### src/rtl/fetch_queue.sv
// Instruction-fetch front end: one-outstanding imem request engine feeding a DEPTH-entry {inst, pc} queue toward ID.
// Latency: request in T, response in T+k (k>=1), entry visible on out_* in T+k+1 at the earliest (no rdata bypass).
// Backpressure: out_ready low lets the queue fill; requests stop once queued + in-flight entries reach DEPTH.
//
// Ports:
//   clk, rst            clock; synchronous active-high reset
//   imem_addr/rmask     fetch address (always fetch_pc) and one-cycle 4'hf request strobe
//   imem_rdata/resp     instruction word and its one-cycle response strobe
//   redirect/_pc        control-flow change from EX; flushes queue, retargets fetch
//   out_valid/ready     handshake toward ID
//   out_inst/pc/pc_next/order   head entry fields for the IF/ID register
module fetch_queue #(
    parameter int          DEPTH    = 4,
    parameter logic [31:0] RESET_PC = 32'h1eceb000
) (
    input  logic        clk,
    input  logic        rst,
    output logic [31:0] imem_addr,
    output logic [3:0]  imem_rmask,
    input  logic [31:0] imem_rdata,
    input  logic        imem_resp,
    input  logic        redirect,
    input  logic [31:0] redirect_pc,
    output logic        out_valid,
    input  logic        out_ready,
    output logic [31:0] out_inst,
    output logic [31:0] out_pc,
    output logic [31:0] out_pc_next,
    output logic [63:0] out_order
);

    localparam int PW = (DEPTH > 1) ? $clog2(DEPTH) : 1;
    localparam int CW = $clog2(DEPTH + 1);
    localparam logic [CW:0] DEPTH_C = (CW + 1)'(DEPTH);

    logic [31:0]   fetch_pc;
    logic [31:0]   req_pc;       // pc of the request currently in flight
    logic          outstanding;
    logic          stale;
    logic [31:0]   inst_q [DEPTH];
    logic [31:0]   pc_q   [DEPTH];
    logic [PW-1:0] head;
    logic [PW-1:0] tail;
    logic [CW-1:0] count;
    logic [63:0]   order;

    logic [CW:0]   reserved;
    logic          issue;
    logic          push;
    logic          pop;

    // A live in-flight request already owns a queue slot; a stale one does not.
    // Same-cycle dequeues are deliberately not credited, keeping this path short.
    assign reserved = {1'b0, count} + {{CW{1'b0}}, (outstanding && !stale)};

    assign issue = !rst && !redirect && (!outstanding || imem_resp) && (reserved < DEPTH_C);
    assign push  = imem_resp && outstanding && !stale && !redirect;
    assign pop   = out_valid && out_ready;

    assign imem_addr   = fetch_pc;
    assign imem_rmask  = issue ? 4'hf : 4'h0;

    // Redirect masks the head immediately so ID never consumes a wrong-path entry.
    assign out_valid   = (count != '0) && !redirect;
    assign out_inst    = inst_q[head];
    assign out_pc      = pc_q[head];
    assign out_pc_next = pc_q[head] + 32'd4;
    assign out_order   = order;

    always_ff @(posedge clk) begin
        if (rst) begin
            fetch_pc    <= RESET_PC;
            req_pc      <= RESET_PC;
            outstanding <= 1'b0;
            stale       <= 1'b0;
            head        <= '0;
            tail        <= '0;
            count       <= '0;
            order       <= 64'd0;
        end else if (redirect) begin
            fetch_pc <= redirect_pc & ~32'h3;
            head     <= '0;
            tail     <= '0;
            count    <= '0;
            if (outstanding && !imem_resp) begin
                // Response still coming for the old path; drop it on arrival.
                stale <= 1'b1;
            end else if (imem_resp) begin
                outstanding <= 1'b0;
                stale       <= 1'b0;
            end
        end else begin
            if (issue) begin
                outstanding <= 1'b1;
                stale       <= 1'b0;
                req_pc      <= fetch_pc;
                fetch_pc    <= fetch_pc + 32'd4;
            end else if (imem_resp) begin
                outstanding <= 1'b0;
                stale       <= 1'b0;
            end

            if (push) begin
                tail <= tail + PW'(1);
            end
            if (pop) begin
                head  <= head + PW'(1);
                order <= order + 64'd1;
            end
            case ({push, pop})
                2'b10:   count <= count + CW'(1);
                2'b01:   count <= count - CW'(1);
                default: count <= count;
            endcase
        end
    end

    // Storage needs no reset: entries are only observed while count != 0.
    always_ff @(posedge clk) begin
        if (push) begin
            inst_q[tail] <= imem_rdata;
            pc_q[tail]   <= req_pc;
        end
    end

endmodule

### config.mk
export PLATFORM = sky130hd
export DESIGN_NAME = fetch_queue
export DESIGN_NICKNAME = d
export VERILOG_FILES = /design/src/rtl/fetch_queue.sv
export SDC_FILE = /design/constraint.sdc
export NUM_CORES = 1
export LEC_CHECK = 0
export BUFFER_PORTS_ARGS = -buffer_cell sky130_fd_sc_hd__buf_2
export CELL_PAD_IN_SITES_DETAIL_PLACEMENT = 1
export CELL_PAD_IN_SITES_GLOBAL_PLACEMENT = 1
export CORE_MARGIN = 4
export CORE_UTILIZATION = 49
export CTS_CLUSTER_DIAMETER = 40
export DETAILED_ROUTE_END_ITERATION = 8
export GPL_ROUTABILITY_DRIVEN = 0
export PLACE_DENSITY = 0.89
export RECOVER_POWER = 50
export SLEW_MARGIN = 25
export SYNTH_ARGS = -nofsm -noshare
export SYNTH_HDL_FRONTEND = slang
export SYNTH_SLANG_ARGS = --single-unit
### constraint.sdc
create_clock -name clk -period 4.65 [get_ports clk]
set_clock_uncertainty 0.15 [all_clocks]
set_input_delay 0.6975 -clock clk [delete_from_list [all_inputs] [get_ports clk]]
set_output_delay 0.6975 -clock clk [all_outputs]
set_load 0.02 [all_outputs]
======== Word-level counts from Yosys, hierarchy flattened ========
Memories as Yosys holds them, arrays and structs flattened. A register that Yosys moved wholly into a read port is not among the register bits.
Index checks and enable logic that the tools add are counted.
word-level totals
  register bits ........................... 137
  memory bits (writable) .................. 256
  word-level logic and storage cells ...... 64
  bits of input ports ..................... 69
  memories ................................ 2
  output and inout bits ................... 197
cells by class
  bitwise operators ....................... 1
  add/sub/neg operators ................... 8
  magnitude comparators ................... 1
  multiplexer cells ....................... 18
  equal/unequal tests ..................... 3
  reductions and logical operators ........ 22
memories
  name    depth  width  read ports  clocked after Yosys merged registers in  write ports  RTL line  source
  inst_q  4      32     1           1                                        1            40        logic [31:0] inst_q [DEPTH];
  pc_q    4      32     1           1                                        1            41        logic [31:0] pc_q [DEPTH];
operator list
  cell                                                  number
  adder 32 x 3 -> 32 bit (second input constant)        2
  adder 64 x 1 -> 64 bit (second input constant)        1
  2-to-1 mux 32 bit                                     2
  logical AND 1 bit                                     10
  2-to-1 mux 1 bit                                      10
  2-to-1 mux 2 bit                                      4
  case mux 3 bit (2 select lines)                       1
  zero test 1 bit                                       5
  adder 2 x 1 -> 2 bit (second input constant)          2
  adder 3 x 1 -> 4 bit                                  1
  < comparator 4 x 3 -> 1 bit (second input constant)   1
  2-to-1 mux 4 bit                                      1
  AND reduction 2 bit                                   2
  nonzero test 2 bit                                    2
  adder 3 x 1 -> 3 bit (second input constant)          1
  nonzero test 3 bit                                    1
  subtractor 3 x 1 -> 3 bit (second input constant)     1
  equality test 2 x 1 -> 1 bit (second input constant)  1
  equality test 2 bit (second input constant)           1
  != test 2 bit (second input constant)                 1
  OR reduction 2 bit                                    1
  logical OR 1 bit                                      1
  NOT 1 bit                                             1

======== Longest topological paths before layout ========
  word-level depth ........................ 7
  gate-level depth with buffers ........... 11
  mapped depth without buffers ............ 10

======== Worst setup path before layout ========
No wires, ideal clock.
  path type ............................... input to register
  start point ............................. in imem_resp
  end point ............................... mem inst_q[0][0] (enable)
  buffers on the path ..................... 0
  setup slack ............................. 1.239 ns
  data required time ...................... 4.073 ns
  arrival ................................. 2.834 ns
  setup time .............................. 0.427 ns
  cell stages on the path ................. 4
  cell sequence ........................... inv_1 -> or3_1 -> nor2_1 -> and2_1
on the way
  cells in the longest elaborated chain, start to end .. 5
ends and longest elaborated chain
  what                                    RTL line  source
  start, declared                         21        input logic imem_resp,
  logical AND 1 bit (3 in series)         57        assign push = imem_resp && outstanding && !stale && !redirect;
  2-to-1 mux 1 bit                        120       if (push) begin
  2-to-1 mux 1 bit (not written as such)  121       inst_q[tail] <= imem_rdata;
  end, declared                           40
Every way passes these cells.

==> flow_summary.ini <==
[timing]
finalCriticalPeriod_ns = 4.28
finalHoldViolCount = 0
post-route-period-util_pct = 92.0
drv_slew = 66
tns_ns = 0
worst_slew_pin_slew_ns = 1.79
fmax_mhz = 234
relSlewSlack_pct = -19.6
rsz0062_at_grt = false
setup_viol = 0

[routing]
drtIter0Drc = 972
drt-pass1-iter-count = 5
wl_per_cell_um = 23.6
drc = 0
highest_layer = met5
routed_via_density = 5.86
dr_wl_met3_um = 3450
drt-total-wl_um = 45700
wl_met1_um = 18300
vias = 11325
drt.antenna.violating_nets = 0
route.met2.wl_um = 22900

[floorplanning]
rows = 65
dieWidth_um = 188
die_height_um = 188
start_util_pct = 50.0
ios = 266
dieArea_mm2 = 0.0354
core_mm2 = 0.0318

[worst_setup_path]
slowest_delay_ns = 0.54
worstSetupEndpointType = output pin
timing.rr.start = outstanding
crit_path_start_kind = register
crit_buf_inv = 2
cp_cell_sequence = buf_4 > mux4_2 > and4_1 > nand2_1 > nor3_1 > xnor2_1 > buf_2
crit_type = reg -> out
critPathTopFamily = simple AND/OR/NAND/NOR gates
arrival_ns = 3.43
crit_slowest_cell = dfxtp_2
path_max_fanout = 26
crit_required_ns = 3.80

[finish]
syn_to_final_growth_pct = 19.8
fin_util_pct = 59.9
diodes = 0
nets = 1534
layout-drive-gt1-share_pct = 20.8

[pwr]
ir_drop_v = 0.000267
cellPowerDensity_mw_per_mm2 = 403
p_leak_nw = 6.46
finalPower_mw = 7.68

[synthesis]
synth_area_mm2 = 0.0159
synth_cell_types = 61
postSynthCellCount = 1194
synth_commonest_cells = edfxtp_1 (248), dfxtp_1 (135), nand2_1 (113), a21oi_1 (72), mux4_2 (62)
synth_area_leaders = edfxtp_1 (47%), dfxtp_1 (17%), mux4_2 (8.8%)
synth_seq_cells = 383
synth_top_area_share_pct = 46.8
post-synth-top-count-cell = edfxtp_1
synth_edf_count = 248
synth_warnings = 0
synth-async-reset-ratio_pct = 0
synth.largest_area_cell = edfxtp_1
syn_avg_cell_area_um2 = 13.3
ys.flop_type = edfxtp_1
yosysSeqAreaShare_pct = 63.8

[cts]
post_cts_resize_count = 0
clkLatencyLatePin_ns = 0.56
cts.path.max_buffers = 3
clock-sinks = 383
cts.clk_slew.worst_paths_ns = 0.06
hold_buffers = 0
post-cts-setup-buffer-count = 0
numCtsBuffers = 51
root_buffer = clkbuf_16
htreeDepth = 2
tritoncts = yes

[hold_path]
hold_class = in -> reg
holdCritStartpoint = imem_resp

[placed_design]
place_hpwl_um = 29700
io_buffers = 257

[global_route]
grt_pass1_vias = 11961
grt_overflow = 0
grt_usage_pct = 25.4
grt_first_pass_wirelength_um = 70900
grt_max_degree = 71
antenna_found_initial = 1

[status]
failed_checks = max-capacitance violations, max-slew violations
status = finished with violations

[job]
maxCapViolations = 3
==> through the flow <==
step           cells  worst slack, ns  hold slack, ns  cell area, µm²
5_1_grt         1933            0.177           0.199           19000
3_3_place_gp    1838             1.09           0.308           17600
4_1_cts         1933            0.334           0.191           19200
6_report        1933            0.371           0.211           19000
2_1_floorplan   1199             1.24           0.309           15900
3_5_place_dp    1838            0.948           0.331           17600
==> area by class of cell <==
type	count	area, µm²
repair buffers	279	1350
flip-flops and latches	383	10200
clock buffers	56	1340
multi-input cells	716	5270
well taps	435	544
fillers	3266	12700
inverters	25	93.8
clock inverters	39	304
==> power breakdown <==
part	switching [mW]	total, mW	leakage, nW	internal (mW)
sequential	0.0570	3.71	3.44	3.65
combinational	0.165	0.239	2.23	0.0742
clock	1.55	3.73	0.792	2.18
==> metal layers <==
| metal | track usage, % | up-vias |
|---|---|---|
| li1 | - | 5059 |
| met1 | 33.4 | 5691 |
| met2 | 43.3 | 486 |
| met3 | 5.57 | 87 |
| met4 | 6.27 | 2 |
| met5 | 0 | - |
==> final timing paths <==
kind | endpoint | cells after the start | slack, ns
setup / recovery | out_pc_next[27] | 7 | 0.37
setup reg to reg | inst_q[1][16] | 5 | 1.09
hold / removal | stale | 2 | 0.21
hold reg to reg | out_order[63] | 2 | 0.35
==> worst reg2reg max path: stages (launching register included) <==
cell and delay, ns:
dfxtp_1 0.36, inv_1 0.06, or3_1 0.45, nor2_1 0.27, and2_0 1.39, buf_4 0.50
==> logic make-up (layout without fill, tap and decap cells) <==
group / Yosys count / after routing / share of synthesized area, %
AO/OA/AOI/OAI: 147 / 147 / 5.41
XOR/XNOR: 73 / 73 / 4.02
adder cells (fa/ha/maj): 9 / 9 / 0.756
buffers and inverters: 100 / 399 / 3.14
flip-flops: 383 / 383 / 63.8
multiplexers: 67 / 67 / 9.11
other: 1 / 6 / 0.0236
AND/OR/NAND/NOR: 414 / 414 / 13.7
==> cells in the final DEF (no fill, tap or decap), types with 24 or more instances in the layout <==
| cell type | count |
|---|---|
| or3_1 | 28 |
| inv_1 | 24 |
| clkbuf_16 | 53 |
| edfxtp_1 | 248 |
| mux4_2 | 62 |
| clkbuf_1 | 130 |
| xor2_1 | 36 |
| dfxtp_1 | 133 |
| nor2_1 | 58 |
| nand3_1 | 54 |
| o21ai_0 | 27 |
| nor3_1 | 24 |
| a21oi_1 | 72 |
| nand2_1 | 113 |
| xnor2_1 | 37 |
| nand4_1 | 28 |
| buf_2 | 129 |
==> flip-flops by register name, summed over array words and instances, names as in the netlist, named ones only <==
signal / flops
inst_q: 128
pc_q: 120
out_order: 64
imem_addr: 30
req_pc: 30
count: 3
head: 2
tail: 2
outstanding: 1
stale: 1
Power figures use the tool's default switching activity.
